[src/rtl/mem_port_arbiter_pkg.sv]
// Shared types and constants for the I/D memory port arbiter.
// Holds the arbiter state encoding and the cache-line offset helper.
package mem_port_arbiter_pkg;

    typedef enum logic [1:0] {
        IDLE   = 2'd0,
        BUSY_I = 2'd1,
        BUSY_D = 2'd2,
        RESP   = 2'd3
    } arb_state_t;

    localparam int         LINE_W_DEF = 256;
    localparam int         LINE_OFF   = $clog2(LINE_W_DEF / 8);
    localparam logic [3:0] STARVE_MAX = 4'd15;

    function automatic int line_offset(input int line_w);
        return $clog2(line_w / 8);
    endfunction

endpackage

[src/rtl/mem_port_arbiter_chk.sv]
// Simulation checks on requester protocol and downstream strobe exclusivity.
module mem_port_arbiter_chk (
    input logic clk,
    input logic rst_n,
    input logic d_read,
    input logic d_write,
    input logic pmem_read,
    input logic pmem_write
);

    // Sample protocol rules on every active clock edge outside reset
    always @(posedge clk) begin
        if (rst_n) begin
            assert (!(d_read && d_write))
                else $warning("mem_port_arbiter: d_read and d_write both high, write takes precedence");
            assert (!(pmem_read && pmem_write))
                else $error("mem_port_arbiter: pmem_read and pmem_write both high");
        end
    end

endmodule

[src/rtl/mem_port_arbiter_reg.sv]
// Generic enabled register with asynchronous and synchronous clear.
module mem_port_arbiter_reg #(
    parameter int W = 32
) (
    input  logic         clk,
    input  logic         rst_n,
    input  logic         srst,
    input  logic         en,
    input  logic [W-1:0] d,
    output logic [W-1:0] q
);

    // Storage element: clears on either reset, loads when enabled
    always_ff @(posedge clk or negedge rst_n) begin
        if (!rst_n) begin
            q <= {W{1'b0}};
        end else if (srst) begin
            q <= {W{1'b0}};
        end else if (en) begin
            q <= d;
        end else begin
            q <= q;
        end
    end

endmodule

[src/rtl/mem_port_arbiter.sv]
// Shares one line-wide memory port between instruction fetch and data memory.
// Data side wins ties; a starvation counter bounds how long fetch can wait.
module mem_port_arbiter
    import mem_port_arbiter_pkg::*;
#(
    parameter int LINE_W       = 256,
    parameter int ADDR_W       = 32,
    parameter int STARVE_LIMIT = 4
) (
    input  logic              clk,
    input  logic              rst_n,
    input  logic              i_read,
    input  logic [ADDR_W-1:0] i_address,
    output logic [LINE_W-1:0] i_rdata,
    output logic              i_resp,
    input  logic              d_read,
    input  logic              d_write,
    input  logic [ADDR_W-1:0] d_address,
    input  logic [LINE_W-1:0] d_wdata,
    output logic [LINE_W-1:0] d_rdata,
    output logic              d_resp,
    output logic              pmem_read,
    output logic              pmem_write,
    output logic [ADDR_W-1:0] pmem_address,
    output logic [LINE_W-1:0] pmem_wdata,
    input  logic [LINE_W-1:0] pmem_rdata,
    input  logic              pmem_resp
);

    localparam int OFF = line_offset(LINE_W);

    arb_state_t        state_r;
    logic [3:0]        starve_r;
    logic              pmem_read_r;
    logic              pmem_write_r;
    logic              i_resp_r;
    logic              d_resp_r;

    logic              d_req_s;
    logic              grant_d_s;
    logic              grant_i_s;
    logic              grant_s;
    logic              capture_i_s;
    logic              capture_d_s;
    logic [ADDR_W-1:0] grant_addr_s;
    logic [LINE_W-1:0] grant_wdata_s;
    logic [LINE_W-1:0] i_line_s;
    logic [LINE_W-1:0] d_line_s;

    // Arbitration in IDLE: D wins unless fetch has waited STARVE_LIMIT grants
    always_comb begin
        d_req_s   = d_read | d_write;
        grant_d_s = 1'b0;
        grant_i_s = 1'b0;
        if (state_r == IDLE) begin
            if (d_req_s && (!i_read || (starve_r < 4'(STARVE_LIMIT)))) begin
                grant_d_s = 1'b1;
            end else if (i_read) begin
                grant_i_s = 1'b1;
            end else begin
                grant_i_s = 1'b0;
            end
        end else begin
            grant_d_s = 1'b0;
        end
    end

    // Values latched at grant time and line data steered at completion
    always_comb begin
        grant_s       = grant_d_s | grant_i_s;
        grant_addr_s  = {ADDR_W{1'b0}};
        grant_wdata_s = {LINE_W{1'b0}};
        if (grant_d_s) begin
            grant_addr_s  = {d_address[ADDR_W-1:OFF], {OFF{1'b0}}};
            grant_wdata_s = d_wdata;
        end else begin
            grant_addr_s  = {i_address[ADDR_W-1:OFF], {OFF{1'b0}}};
        end
        capture_i_s = (state_r == BUSY_I) && pmem_resp;
        capture_d_s = (state_r == BUSY_D) && pmem_resp;
        i_line_s    = capture_i_s ? pmem_rdata : {LINE_W{1'b0}};
        d_line_s    = capture_d_s ? pmem_rdata : {LINE_W{1'b0}};
    end

    mem_port_arbiter_reg #(.W(ADDR_W)) u_addr_reg (
        .clk(clk), .rst_n(rst_n), .srst(1'b0), .en(grant_s),
        .d(grant_addr_s), .q(pmem_address)
    );

    mem_port_arbiter_reg #(.W(LINE_W)) u_wdata_reg (
        .clk(clk), .rst_n(rst_n), .srst(1'b0), .en(grant_s),
        .d(grant_wdata_s), .q(pmem_wdata)
    );

    // Line registers are reloaded every cycle so rdata is zero outside RESP
    mem_port_arbiter_reg #(.W(LINE_W)) u_i_line_reg (
        .clk(clk), .rst_n(rst_n), .srst(1'b0), .en(1'b1),
        .d(i_line_s), .q(i_rdata)
    );

    mem_port_arbiter_reg #(.W(LINE_W)) u_d_line_reg (
        .clk(clk), .rst_n(rst_n), .srst(1'b0), .en(1'b1),
        .d(d_line_s), .q(d_rdata)
    );

    // Grant FSM, starvation counter and registered strobes/responses
    always_ff @(posedge clk or negedge rst_n) begin
        if (!rst_n) begin
            state_r      <= IDLE;
            starve_r     <= 4'd0;
            pmem_read_r  <= 1'b0;
            pmem_write_r <= 1'b0;
            i_resp_r     <= 1'b0;
            d_resp_r     <= 1'b0;
        end else begin
            i_resp_r <= 1'b0;
            d_resp_r <= 1'b0;
            case (state_r)
                IDLE: begin
                    if (grant_d_s) begin
                        state_r      <= BUSY_D;
                        pmem_write_r <= d_write;
                        pmem_read_r  <= ~d_write;
                        if (i_read) begin
                            starve_r <= (starve_r == STARVE_MAX) ? starve_r : starve_r + 4'd1;
                        end else begin
                            starve_r <= 4'd0;
                        end
                    end else if (grant_i_s) begin
                        state_r      <= BUSY_I;
                        pmem_read_r  <= 1'b1;
                        pmem_write_r <= 1'b0;
                        starve_r     <= 4'd0;
                    end else begin
                        state_r <= IDLE;
                    end
                end
                BUSY_I, BUSY_D: begin
                    if (pmem_resp) begin
                        state_r      <= RESP;
                        pmem_read_r  <= 1'b0;
                        pmem_write_r <= 1'b0;
                        i_resp_r     <= (state_r == BUSY_I);
                        d_resp_r     <= (state_r == BUSY_D);
                    end else begin
                        state_r <= state_r;
                    end
                end
                RESP: begin
                    state_r <= IDLE;
                end
                default: begin
                    state_r      <= IDLE;
                    pmem_read_r  <= 1'b0;
                    pmem_write_r <= 1'b0;
                end
            endcase
        end
    end

    assign pmem_read  = pmem_read_r;
    assign pmem_write = pmem_write_r;
    assign i_resp     = i_resp_r;
    assign d_resp     = d_resp_r;

    mem_port_arbiter_chk u_chk (
        .clk(clk), .rst_n(rst_n), .d_read(d_read), .d_write(d_write),
        .pmem_read(pmem_read_r), .pmem_write(pmem_write_r)
    );

endmodule
[config.mk]
export PLATFORM = sky130hd
export DESIGN_NAME = mem_port_arbiter
export DESIGN_NICKNAME = d
export VERILOG_FILES = /design/src/rtl/mem_port_arbiter_pkg.sv /design/src/rtl/mem_port_arbiter_chk.sv /design/src/rtl/mem_port_arbiter_reg.sv /design/src/rtl/mem_port_arbiter.sv
export SDC_FILE = /design/constraint.sdc
export NUM_CORES = 1
export LEC_CHECK = 0
export CORE_AREA = 4 4 541 543
export CTS_CLUSTER_SIZE = 30
export DETAILED_ROUTE_END_ITERATION = 6
export DIE_AREA = 0 0 545 547
export GPL_ROUTABILITY_DRIVEN = 0
export GPL_TIMING_DRIVEN = 0
export MAX_ROUTING_LAYER = met4
export PLACE_DENSITY = 0.3
export SLEW_MARGIN = 10
export SYNTH_ARGS = -nofsm -noshare
export SYNTH_HDL_FRONTEND = slang
export SYNTH_SLANG_ARGS = --single-unit
[constraint.sdc]
create_clock -name clk -period 2.55 [get_ports clk]
set_input_delay 0.255 -clock clk [delete_from_list [all_inputs] [get_ports clk]]
set_output_delay 0.255 -clock clk [all_outputs]
set_load 0.01 [all_outputs]
# ---- Word-level counts from Yosys, hierarchy flattened
# Cells that the tools add are included.
dict set report word_totals {
  elab_cells 61
  out_inout_bits 804
  regBits 810
  input_bits 582
}
dict set report op_classes {
  n_addsub 1
  muxes 28
  order_cmp 1
  n_reduce_logical 11
  bitwise_logic 3
  n_eq_ne 7
}
# cell count
set op_table {}
lappend op_table {{$mux 256} 3}
lappend op_table {{$mux 32} 1}
lappend op_table {{$mux 4} 4}
lappend op_table {{$mux 1} 15}
lappend op_table {{$ne 3x3->1 const B} 2}
lappend op_table {{$pmux 2 s3} 1}
lappend op_table {{$reduce_and 3->1} 2}
lappend op_table {{$add 4x1->4 const B} 1}
lappend op_table {{$eq 2x2->1 const B} 2}
lappend op_table {{$eq 4x4->1 const B} 1}
lappend op_table {{$lt 4x3->1 const B} 1}
lappend op_table {{$mux 2} 2}
lappend op_table {{$pmux 1 s2} 2}
lappend op_table {{$reduce_bool 2->1} 2}
lappend op_table {{$logic_and 1x1->1} 3}
lappend op_table {{$eq 2x1->1 const B} 1}
lappend op_table {{$logic_not 2->1} 1}
lappend op_table {{$ne 2x2->1 const B} 1}
lappend op_table {{$or 1x1->1} 2}
lappend op_table {{$reduce_or 2->1} 1}
lappend op_table {{$logic_not 1->1} 1}
lappend op_table {{$logic_or 1x1->1} 1}
lappend op_table {{$not 1->1} 1}

# ---- Logic depth before layout (Yosys ltp)
dict set report depth {
  word_depth 8
  depth_mapped 8
  depth_no_buf 5
}

# ---- Cells and area by module
# Synthesis repeated with hierarchy kept, for this count alone.
dict set report unflattened {
  hier_cells 3567
  hier_area_um2 39347.7
}
# module instances area_per_inst_um2 seq_area_each_um2 cells_per_inst
set modules_own_cells {}
lappend modules_own_cells {{mem_port_arbiter_reg at u_d_line_reg ...} 3 10603.9 6406.1 825}
lappend modules_own_cells {mem_port_arbiter 1 6212.2 250.2 989}
lappend modules_own_cells {{mem_port_arbiter_reg at u_addr_reg} 1 1323.8 800.8 103}

# ---- Least setup slack after synthesis
# OpenSTA, ideal clock, no wires.
dict set report synth_timing {
  path_type {register to register}
  from {register state_r[0]}
  to {register u_wdata_reg.q[186]}
  n_path_buf 4
  setup_ns 0.065
  required_time_ns 2.485
  path_stages_with_launch 9
  arrival_time_ns 1.603
  period_less_slack_ns 1.669
  path_slack_ns 0.881
  cell_sequence {dfrtp_1 inv_1 ha_1 clkbuf_1 and3_1 buf_2 buf_2 buf_2 a22o_1}
}
dict set report synth_via {
  elab_chain_cells 3
  elab_cells_between_ends 5
  classes_between {mux (3); bitwise (1); reduce/logical (1)}
}
# item line_no
set synth_lines {}
lappend synth_lines {{from (decl)} mem_port_arbiter.sv:32} ;# arb_state_t state_r;
lappend synth_lines {{from (signal assigned)} mem_port_arbiter.sv:146} ;# state_r <= state_r;
lappend synth_lines {{$logic_not 2->1 *} mem_port_arbiter.sv:55} ;# if (state_r == IDLE) begin
lappend synth_lines {{$mux 1} mem_port_arbiter.sv:55}
lappend synth_lines {{$mux 256 / $or 1x1->1 (equally long branches)} {mem_port_arbiter.sv:73, mem_port_arbiter.sv:70}}
lappend synth_lines {{to (signal assigned)} mem_port_arbiter_reg.sv:16} ;# q <= {W{1'b0}};
lappend synth_lines {{to (signal assigned)} mem_port_arbiter_reg.sv:18} ;# q <= {W{1'b0}};
lappend synth_lines {{to (signal assigned)} mem_port_arbiter_reg.sv:22} ;# q <= q;
lappend synth_lines {{to (decl)} mem_port_arbiter_reg.sv:10} ;# output logic [W-1:0] q
# Mark *: on every way between the ends. The rest lies on a longest branch, timed or not.
# A chain may end at the register's enable or synchronous reset.

# ---- Final worst setup path
dict set report layout_timing {
  from {register state_r[1]}
  to {register u_i_line_reg.q[48]}
}
dict set report layout_via {
  elab_chain_cells 3
}
# item line_no
set layout_lines {}
lappend layout_lines {{$eq 2x1->1} mem_port_arbiter.sv:79} ;# capture_i_s = (state_r == BUSY_I) && pmem_resp;
lappend layout_lines {{$logic_and 1x1->1} mem_port_arbiter.sv:79}
lappend layout_lines {{$mux 256} mem_port_arbiter.sv:81} ;# i_line_s = capture_i_s ? pmem_rdata : {LINE_W{1'b0}};
lappend layout_lines {{via i_line_s[48]} mem_port_arbiter.sv:47} ;# logic [LINE_W-1:0] i_line_s;
lappend layout_lines {{to (signal assigned)} mem_port_arbiter_reg.sv:16}
lappend layout_lines {{to (signal assigned)} mem_port_arbiter_reg.sv:18}
lappend layout_lines {{to (signal assigned)} mem_port_arbiter_reg.sv:22}
lappend layout_lines {{to (decl)} mem_port_arbiter_reg.sv:10}
# The timed path passes the listed nets, and every way through them passes these cells.

==> flow_summary.ini <==
[timing]
drv_slew = 0
grt_setup_unrepaired = no
fin_hold_ws_ps = 100
setup_viol = 0
finalHoldViolCount = 0
setup_ws_ps = 148
period_share_pct = 94.2
fin_crit_ps = 2400
slew_headroom_pct = 28.3
max_clock_freq_mhz = 416
worstMarginPinSlew_ps = 1080
fin_skew_ps = 53.2

[floorplanning]
start_util_pct = 9.42
ios = 1386
die_y_um = 547
core_um2 = 288000
die_x_um = 545
core.rowCount = 197
die_area_um2 = 298000

[logic_synthesis]
yosysTopAreaCellShare_pct = 74.4
synthArstFlopShare_pct = 100
synth_area_leaders = dfrtp_1, and3_1, a22o_1
netlist_area_um2 = 27100
synth_cell_types = 29
synth_cells = 1848
netlist.top_cell.by_area = dfrtp_1
synth_flop_cell = dfrtp_1
synth-seq-cells = 805
ys_seq_area_share_pct = 74.4
yosysWarnings = 0
syn_area_per_cell_um2 = 14.7
synth-edff-count = 0

[power]
leakage_nw = 24.0
max-vdd-ir-drop_v = 0.000644
pwr-share-clk_pct = 29.1
p_seq_share_pct = 32.2
p_sw_share_pct = 36.3
p_switching_mw = 20.2
intPower_mw = 35.5
combPwrFrac_pct = 38.7
power_density_nw_per_um2 = 1040

[hold_path]
hp-class = in -> reg

[final_layout]
layout_commonest_cell = clkdlybuf4s50_1
post-route-util_pct = 18.6
seqCellArea_um2 = 20100
fin_nets = 4315
multiInputGateArea_um2 = 6170
nFillCells = 31400
syn_to_final_growth_pct = 98.0
layout-drive-gt1-share_pct = 7.41
mostFrequentLayoutCells = clkdlybuf4s50_1, dfrtp_1, and3_1

[detailed_routing]
drc_errors = 0
wl_per_cell_um = 28.2
drt-total-wl_um = 216000
vias = 24600
antenna_left = 0
dr.pass1.iters = 4
drtIter0Drc = 1494
viasPerCell = 3.21

[cts]
clk_pin_slew_ps = 60
clkLatencyLatePin_ps = 830
cts_num_sinks = 805
htree_levels = 3
cts_inserted_buffers = 115
clockBufferDepth = 4
cts_tree = built
cts_root_buf = clkbuf_16

[critical_path]
cp-startpoint = state_r[1]
ff2ff_path_depth = 5
r2r_setup_slack_ps = 150
cpLargestDelayFamily = buffers and inverters
cp.required_ps = 3200
crit_fanout = 10
timing.rr.start = state_r[1]
endpoint = u_i_line_reg.q[48]
max_stage_delay_ps = 500
path_class = reg -> reg
worstPathArrival_ps = 3050
path_cells = inv_1 -> ha_2 -> clkbuf_4 -> clkbuf_1 -> and3_1
worst-path-stages = 5
rr_endpoint = u_i_line_reg.q[48]
path_buf_inv = 3
cp-start-kind = register
cp-end-kind = register
crit_path_top_delay_cell = and3_1

[outcome]
status = finished clean

[grt]
antenna_found_initial = 120
grt_usage_pct = 14.3
grt_overflow = 0
grt_max_degree = 128
grt_pass1_vias = 26900
grt_pass1_wl_um = 277000

[place]
place_ws_ps = -848
io_buffers = 1369
dp_hpwl_um = 178000

[run]
maxCapViolations = 0
## Yosys cell counts, drive strengths merged (4+ instances only)
library cell / number
a221o: 27
a22o: 257
and3: 515
a21oi: 4
and2: 28
ha: 4
o21ai: 4
dfrtp: 805
clkbuf: 121
buf: 63
## worst min-delay path by stage
stage / cells past startpoint / endpoint / slack [ps] / from
2_1_floorplan: 0 / d_resp / -40 / rst_n
3_3_place_gp: 1 / u_wdata_reg.q[16] / 490 / u_wdata_reg.q[16]
3_5_place_dp: 1 / u_wdata_reg.q[70] / 180 / rst_n
4_1_cts: 2 / u_d_line_reg.q[230] / 0.4 / pmem_rdata[230]
5_1_grt: 2 / u_d_line_reg.q[116] / 30 / pmem_rdata[116]
6_report: 2 / u_d_line_reg.q[248] / 100 / pmem_rdata[248]
## per-stage QoR
step	TNS [ps]	cells	area [um^2]	power [mW]
3_3_place_gp	-	7002	45500	39.6
3_5_place_dp	-290360	7010	45800	39.5
6_report	0	7669	53600	55.7
4_1_cts	0	7600	53400	57.1
5_1_grt	0	7648	53600	58.9
2_1_floorplan	0	1852	27100	24.9
## flip-flops by register name, indices dropped and copies added, names as in the netlist
name,flops
starve_r,4
d_resp,1
u_d_line_reg.q,256
state_r,2
u_wdata_reg.q,256
u_i_line_reg.q,256
u_addr_reg.q,27
pmem_write,1
i_resp,1
pmem_read,1
## power groups by stage
stage	sequential (mW)	clock [mW]	combinational [mW]
2_1_floorplan	19.2	0	5.63
3_3_place_gp	18.3	0	21.3
3_5_place_dp	18.1	0	21.4
4_1_cts	18.0	17.0	22.1
5_1_grt	18.3	17.4	23.2
6_report	17.9	16.2	21.6
## final cells by class
cell class	instances	area share [%]
well taps	3781	8.82
flip-flops and latches	805	37.6
inverters	2	0.0140
diodes	68	0.317
repair buffers	1760	33.2
clock inverters	40	0.749
plain buffers	184	1.54
multi-input cells	861	11.5
clock buffers	168	6.30
## kinds of logic (layout without fill, tap and decap cells)
family	Yosys count	count (layout)	synth area share, %
flip-flops	805	805	74.4
other	1	73	0.0138
buffers and inverters	186	2154	2.96
AO/OA/AOI/OAI	299	299	9.69
AND/OR/NAND/NOR	552	552	12.7
adder cells (fa/ha/maj)	4	4	0.185
multiplexers	1	1	0.0416
## per-layer routing
layer / track usage, % / vias to the layer above / wire (um)
met4: 3.15 / 0 / 5550
met5: - / - / 0
met2: 20.8 / 1323 / 91500
li1: - / 10600 / -
met3: 7.74 / 205 / 27800
met1: 17.2 / 12500 / 91200
## repair_timing
action / in CTS / in global routing
hold buffers: 382 / 0
setup buffers: 0 / 0
setup endpoints to repair: 475 / 353
resized for setup: 13 / 18
cloned: 0 / 1
hold endpoints to repair: 729 / 0
(Power assumes the default switching activity.)
